$ cat src/rtl/spi_burst_master.sv
// SPI mode-0 burst master: CS-framed command byte, address byte, then 0..MAX_BYTES full-duplex data bytes.
// Optional build macro SPI_LOOPBACK_EN: sample the master's own MOSI instead of the MISO pin.
module spi_burst_master #(
   parameter int CLK_DIV   = 1221,
   parameter int CS_GAP    = 2442,
   parameter int MAX_BYTES = 8,
   localparam int NW       = $clog2(MAX_BYTES + 1)
) (
   input  logic          CLK,
   input  logic          RESET,
   input  logic          START,
   input  logic [7:0]    CMD,
   input  logic [7:0]    ADDR,
   input  logic [NW-1:0] NBYTES,
   input  logic [7:0]    TX_DATA,
   input  logic          MISO,
   output logic          TX_REQ,
   output logic [NW-1:0] BYTE_IDX,
   output logic [7:0]    RX_DATA,
   output logic          RX_VALID,
   output logic          BUSY,
   output logic          DONE,
   output logic          CS,
   output logic          SCLK,
   output logic          MOSI
);

   localparam int BW = $clog2(16 + 8 * MAX_BYTES + 1);
   localparam int TW = $clog2(((CLK_DIV > CS_GAP) ? CLK_DIV : CS_GAP) + 1);
   localparam int HW = $clog2(CLK_DIV + 1);

   typedef enum logic [2:0] {IDLE, SETUP, SHIFT, HOLD, GAP} state_t;
   state_t state, state_nxt;

   logic [TW-1:0] tmr;
   logic [HW-1:0] hp_cnt;
   logic          sclk_q;
   logic [15:0]   sr;
   logic [7:0]    rx_sr, rx_data_q;
   logic [BW-1:0] bcnt, last_bit;
   logic [NW-1:0] nbytes_q, byte_idx_q, byte_sel, k_tx, k_rx, nbytes_clamped;
   logic          accept, hp_last, rise, fall, at_boundary, samp;

   // bcnt is the index of the bit currently on the wire; bits 0..15 are the header
   assign hp_last        = (hp_cnt == HW'(CLK_DIV - 1));
   assign rise           = (state == SHIFT) && !sclk_q && hp_last;
   assign fall           = (state == SHIFT) &&  sclk_q && hp_last;
   assign last_bit       = BW'({nbytes_q, 3'b000}) + BW'(15);
   assign byte_sel       = NW'(bcnt >> 3);
   assign k_tx           = byte_sel - NW'(1);
   assign k_rx           = byte_sel - NW'(2);
   assign at_boundary    = fall && (bcnt[2:0] == 3'd7);
   assign nbytes_clamped = (NBYTES > NW'(MAX_BYTES)) ? NW'(MAX_BYTES) : NBYTES;

   assign TX_REQ   = at_boundary && (bcnt >= BW'(15)) && (k_tx < nbytes_q);
   assign RX_VALID = at_boundary && (bcnt >= BW'(23));
   assign BYTE_IDX = TX_REQ ? k_tx : (RX_VALID ? k_rx : byte_idx_q);
   assign RX_DATA  = RX_VALID ? rx_sr : rx_data_q;
   assign CS       = (state == IDLE) || (state == GAP);
   assign SCLK     = sclk_q;
   assign MOSI     = ((state == SETUP) || (state == SHIFT)) ? sr[15] : 1'b0;
   assign BUSY     = (state != IDLE) && !DONE;

`ifdef SPI_LOOPBACK_EN
   assign samp = MOSI;
`else
   assign samp = MISO;
`endif

   always_ff @(posedge CLK) begin
      if (RESET) state <= IDLE;
      else       state <= state_nxt;
   end

   always_comb begin
      state_nxt = state;
      accept    = 1'b0;
      DONE      = 1'b0;
      case (state)
         IDLE: begin
            if (START) begin
               accept    = 1'b1;
               state_nxt = SETUP;
            end
         end
         SETUP: if (tmr == TW'(CLK_DIV - 1)) state_nxt = SHIFT;
         SHIFT: if (fall && (bcnt == last_bit)) state_nxt = HOLD;
         HOLD:  if (tmr == TW'(CLK_DIV - 1)) state_nxt = GAP;
         GAP: begin
            if (tmr == TW'(CS_GAP - 1)) begin
               DONE = 1'b1;
               if (START) begin
                  accept    = 1'b1;
                  state_nxt = SETUP;
               end else begin
                  state_nxt = IDLE;
               end
            end
         end
         default: state_nxt = IDLE;
      endcase
   end

   always_ff @(posedge CLK) begin
      if (RESET) begin
         tmr        <= '0;
         hp_cnt     <= '0;
         sclk_q     <= 1'b0;
         sr         <= '0;
         rx_sr      <= '0;
         rx_data_q  <= '0;
         bcnt       <= '0;
         nbytes_q   <= '0;
         byte_idx_q <= '0;
      end else begin
         if ((state_nxt != state) || (state == IDLE) || (state == SHIFT)) tmr <= '0;
         else                                                           tmr <= tmr + TW'(1);

         if ((state == SHIFT) && (state_nxt == SHIFT)) hp_cnt <= hp_last ? '0 : hp_cnt + HW'(1);
         else                                          hp_cnt <= '0;

         if ((state == SHIFT) && hp_last) sclk_q <= ~sclk_q;

         // next data byte is fetched on the same falling edge that shifts it onto MOSI
         if (accept) begin
            sr       <= {CMD, ADDR};
            bcnt     <= '0;
            nbytes_q <= nbytes_clamped;
         end else if (fall) begin
            sr   <= TX_REQ ? {TX_DATA, 8'h00} : {sr[14:0], 1'b0};
            bcnt <= bcnt + BW'(1);
         end

         if (rise)     rx_sr     <= {rx_sr[6:0], samp};
         if (RX_VALID) rx_data_q <= rx_sr;

         if (accept)        byte_idx_q <= '0;
         else if (TX_REQ)   byte_idx_q <= k_tx;
         else if (RX_VALID) byte_idx_q <= k_rx;
      end
   end

endmodule
$ cat config.mk
export PLATFORM = sky130hd
export DESIGN_NAME = spi_burst_master
export DESIGN_NICKNAME = d
export VERILOG_FILES = /design/src/rtl/spi_burst_master.sv
export SDC_FILE = /design/constraint.sdc
export NUM_CORES = 1
export LEC_CHECK = 0
export CAP_MARGIN = 15
export CORE_ASPECT_RATIO = 0.6
export CORE_MARGIN = 2
export CORE_UTILIZATION = 60
export CTS_CLUSTER_DIAMETER = 60
export DETAILED_ROUTE_END_ITERATION = 8
export HOLD_SLACK_MARGIN = 0.12
export PLACE_DENSITY_LB_ADDON = 0.2
export REMOVE_ABC_BUFFERS = 1
export SETUP_SLACK_MARGIN = 0.02
export SYNTH_ARGS = -nofsm -noshare
export SYNTH_HDL_FRONTEND = slang
export SYNTH_SLANG_ARGS = --single-unit
$ cat constraint.sdc
create_clock -name CLK -period 5.2 [get_ports CLK]
set_input_delay 0.52 -clock CLK [delete_from_list [all_inputs] [get_ports CLK]]
set_output_delay 0.52 -clock CLK [all_outputs]
set_load 0.01 [all_outputs]
== Yosys cells after proc, flatten, opt, wreduce, memory -nomap -nowiden ==
Index checks and enable logic that the tools add are counted.
Storage, ports and cells
  flip-flop bits (word level): 74
  output and inout bits: 19
Operators by class
  add/sub/neg operators: 6
  order comparisons: 4
  equal/unequal tests: 11
  multiplexer cells: 20
  bitwise gates (word level): 2
  reduce and logical (&&, ||, !) cells: 24
Operators by type and width (number)
  $mux 16: 3
  $mux 3: 5
  $pmux 3 s5: 1
  $add 12x1->12 const B: 1
  $eq 12x11->1 const B: 1
  $eq 12x12->1 const B: 1
  $logic_and 1x1->1: 12
  $mux 4: 3
  $add 11x1->11 const B: 1
  $eq 11x11->1 const B: 1
  $eq 3x2->1 const B: 3
  $mux 8: 1
  $add 7x1->7 const B: 1
  $add 7x4->7 const B: 1
  $eq 7x7->1: 1
  $ge 7x4->1 const B: 1
  $ge 7x5->1 const B: 1
  $eq 3x3->1 const B: 2
  $mux 1: 6
  $gt 4x4->1 const B: 1
  $logic_or 1x1->1: 4
  $lt 4x4->1: 1
  $reduce_or 2->1: 2
  $sub 4x1->4 const B: 1
  10 further kinds: 12

== Longest topological paths before layout ==
  word-level depth: 10
  gate-level depth with buffers: 12
  depth with buffers taken out: 12

== Least setup slack after synthesis ==
No wires, ideal clock.
  path type: flip-flop to output port
  from: register bcnt[4]
  to: output port BYTE_IDX[0]
  arrival time: 2.429 ns
  required time: 4.680 ns
  slack: 2.251 ns
  stages on the path, launching flop included: 13
  path buffers: 0
  path through: dfxtp_1 -> inv_1 -> ha_1 -> a21boi_0 -> xnor2_1 -> inv_1 -> ha_1 -> o21a_1 -> o31ai_1 -> nand3_2 -> inv_1 -> a211oi_1 -> a21oi_1
Between the ends
  cells in the longest elaborated chain, start to end: 4
RTL lines
  start: declaration: line 40  | logic [BW-1:0] bcnt, last_bit;
  start signal: assignment: line 131  | bcnt <= bcnt + BW'(1);
  $sub 4x1->4 / $ge 7x4->1 (equally long branches): line 50, 55
  $lt 4x4->1 / $logic_and 1x1->1 (equally long branches): line 55  | assign TX_REQ = at_boundary && (bcnt >= BW'(15)) && (k_tx < nbytes_q);
  $logic_and 1x1->1 (*): line 55
  named net TX_REQ: line 17  | output logic TX_REQ,
  $mux 4 (*)
  end: declaration: line 18  | output logic [NW-1:0] BYTE_IDX,
Mark *: on every way through the listed nets, which the timed path passes. The rest lies on a longest branch.

== Worst setup path after layout ==
  from: register bcnt[4]
  to: output port BYTE_IDX[1]
Between the ends
  cells in the longest elaborated chain, start to end: 4
RTL lines
  $sub 4x1->4, or another cell as far along: line 50  | assign k_tx = byte_sel - NW'(1);
  $lt 4x4->1, or another cell as far along: line 55
  $logic_and 1x1->1 / $mux 4 (equally long branches)
  $mux 4 (*)
Every way passes the cells marked *; elsewhere a longest branch is shown, timed or not.

==> summary.txt <==
Status
  – Status: completed

Synthesis
  – Number of flops mapped to enable cells by yosys: 0
  – Synthesized cell area: 3940 um2
  – Async S/R FF share, synth: 0%
  – Synth top area share: 37.6%
  – Prevailing post-synth register cell: dfxtp_1
  – FF+latch count, synth: 74
  – Cells after Synth: 433
  – Yosys top cell by area: dfxtp_1
  – Sequential share of the synthesized area: 37.6%
  – Post-synth cell types: 61
  – Ys Warns: 0
  – Syn Area/Cell: 9.09 um2
  – Top post-synthesis cells by area: dfxtp_1, ha_1, a21oi_1

Clocking
  – Clock Path Buffers: 2
  – CTS buffer count: 9
  – Clock Sinks: 74
  – H-Tree Depth: 3
  – Root buf cell: clkbuf_8
  – Post-CTS Setup Repair Bufs: 0
  – CTS tree: built
  – Post_cts resized: 0
  – Clk Latency, worst-skew pair: 0.35 ns
  – CTS hold repair buffers: 0
  – Worst-path clk slew: 0.08 ns

Power and ir drop
  – Pwr/cell area: 236 nW/um2
  – Pleak: 0.00165 uW
  – VDD IR max: 0.208 mV

Cells and area
  – Final std cells w/o fill: 560
  – Syn-to-layout area delta: 16.0%
  – Layout cells sized above 1: 9.03%
  – Diodes inserted: 0
  – Design area: 4560 um2
  – Final net count: 524

Floorplan
  – Chip width: 109 um
  – Initial core utilization: 63.3%
  – Chip Height: 66.7 um
  – Number of I/O pins: 51
  – Core area: 6220 um2
  – Die area: 7240 um2
  – Row cnt: 22

Routing
  – # DRC: 0
  – DRT Pass-1 Iters: 5
  – Vias/cell: 5.74
  – Antenna-violating nets left: 0
  – Initial DRC count: 240
  – Detailed Route WL: 8.97 mm
  – Routed vias: 3,214
  – Routed length per instance: 16.0 um

Global route
  – Vias in the first global route: 3,104
  – Global-route wire length before repair: 15.0 mm
  – Tot GR Track Use: 26.7%
  – Initial antenna violation count: 0
  – Largest net degree at the start of global routing: 30
  – GR Overflow Total: 0

Worst hold path
  – Hold wc startpoint: sr[4]
  – Cells on Worst Hold Path: 2
  – Hold Path Sink: sr[5]
  – Hold crit path type: flop to flop

Setup path
  – Register-to-Register Path Depth: 12
  – FF-to-FF Start: bcnt[4]
  – Critical path type: flop to output pin
  – Crit end category: output pin
  – Setup crit start kind: flop
  – Critical path data required time: 4.68 ns
  – Crit Path Max Fanout: 19
  – Reg-to-reg slack, setup: 2.05 ns
  – Reg2Reg Capture Point: byte_idx_q[1]
  – CP Data Arrival Time: 3.85 ns

Timing
  – RSZ-0062 raised after global routing: false
  – Setup TNS: 0 ns
  – Max Slew Vio Count: 0
  – Finish-stage setup viols: 0
  – Clk_skew: 0.00693 ns
  – Achievable Freq: 229 MHz
  – Worst rel slew slack: 31.7%
  – Tmin final: 4.37 ns
  – Worst-Margin Slew: 1.02 ns
  – Fin crit share: 84.0%
  – Fin. Hold Viols: 0

Placement
  – Placed insts: 545
  – Placed inst area: 4390 um2
  – Final Wtd Congestion: 0.856
  – IO Port Bufs: 50
  – HPWL after DPL: 6.32 mm

Run
  – Max-Cap Viols: 0
-- layout by cell type (no fill, tap or decap), types with 7 or more instances in the layout --
| cell | synthesis | routed |
|---|---|---|
| xnor2_1 | 20 | 20 |
| dfxtp_1 | 74 | 74 |
| nand3_1 | 26 | 26 |
| ha_1 | 20 | 20 |
| inv_1 | 19 | 19 |
| a31oi_1 | 9 | 9 |
| nand2_1 | 26 | 26 |
| and2_1 | 10 | 10 |
| nand4_1 | 7 | 7 |
| clkbuf_8 | 0 | 11 |
| clkdlybuf4s50_1 | 0 | 50 |
| mux2i_1 | 9 | 9 |
| a21oi_1 | 35 | 35 |
| nor2_1 | 44 | 44 |
| xor2_1 | 15 | 15 |
-- cell usage after synthesis, drive strengths merged, types with 5 or more instances --
| cell | number |
|---|---|
| inv | 19 |
| xnor2 | 20 |
| nand3 | 27 |
| xor2 | 15 |
| ha | 20 |
| dfxtp | 74 |
| clkbuf | 8 |
| or3 | 8 |
| o311ai | 6 |
| a31oi | 9 |
| nor3b | 9 |
| a21oi | 35 |
| nand4 | 7 |
| mux2 | 8 |
| nor3 | 5 |
| and3 | 6 |
| a211oi | 7 |
| nand2 | 26 |
| nor2 | 46 |
| mux2i | 9 |
| buf | 15 |
| and2 | 10 |
-- registers in the layout (all words and copies together) (netlist names) --
name,flops
sr,16
tmr,12
hp_cnt,11
rx_data_q,8
rx_sr,8
bcnt,7
byte_idx_q,4
nbytes_q,4
state,3
SCLK,1
-- layer usage --
metal	vias to the layer above	part of all wire (%)	GRT usage (%)
met4	0	1.5	8.49
met3	16	6.3	7.83
met1	1502	48	35.9
met2	105	44	41.1
li1	1591	-	-
met5	-	0	0
-- cell families after synthesis --
logic type | Yosys count | synth area share [%]
buf+inv | 42 | 5.95
fa+ha+maj | 20 | 6.36
simple gates | 170 | 24.1
xor+xnor | 35 | 7.79
mux | 17 | 5.15
compound gates | 75 | 13.0
flops | 74 | 37.6
-- where the power goes --
part / internal, uW / leakage (uW) / switching [uW]
Clock: 196 / 0.0000951 / 209
Sequential: 578 / 0.000600 / 9.24
Combinational: 42.9 / 0.000957 / 39.3
-- critical path, stage by stage (launching register included) --
cell	delay [ns]
dfxtp_1	0.51
inv_1	0.19
ha_1	0.25
a21boi_0	0.24
xnor2_1	0.19
inv_1	0.07
ha_1	0.28
o21a_1	0.11
o31ai_1	0.10
nand3_2	0.43
inv_1	0.33
a211oi_1	0.12
a21oi_1	0.13
clkdlybuf4s50_1	0.54
-- stage by stage --
step           worst slack [ns]  total power, uW  utilization [%]  hold WS (ns)
6_report                  0.832             1070             73.4         0.480
5_1_grt                   0.536             1120             73.4         0.502
4_1_cts                   0.848             1080             73.4         0.482
3_5_place_dp               1.24              680             70.5         0.466
3_3_place_gp               1.39              678             70.5         0.459
2_1_floorplan              2.09              636                -         0.441
-- how the worst max path moves through the flow --
stage                     startpoint           to  slack (ns)  depth (start not counted)
after detailed placement     bcnt[4]  BYTE_IDX[0]        1.24                         13
after CTS                    bcnt[4]  BYTE_IDX[1]        0.85                         13
final                        bcnt[4]  BYTE_IDX[1]        0.83                         13
after global placement       bcnt[3]  BYTE_IDX[0]        1.39                         11
after global routing         bcnt[4]  BYTE_IDX[0]        0.54                         13
after floorplan              bcnt[4]  BYTE_IDX[0]        2.09                         12
-- area by class of cell --
type,count,area (um2)
clock buffer,11,151
clock inverter,4,27.5
fill,464,1660
inverter,19,71.3
multi-input combinational,317,2220
sequential,74,1480
tap,84,105
timing repair buffer,51,508
Power figures use the tool's default switching activity.
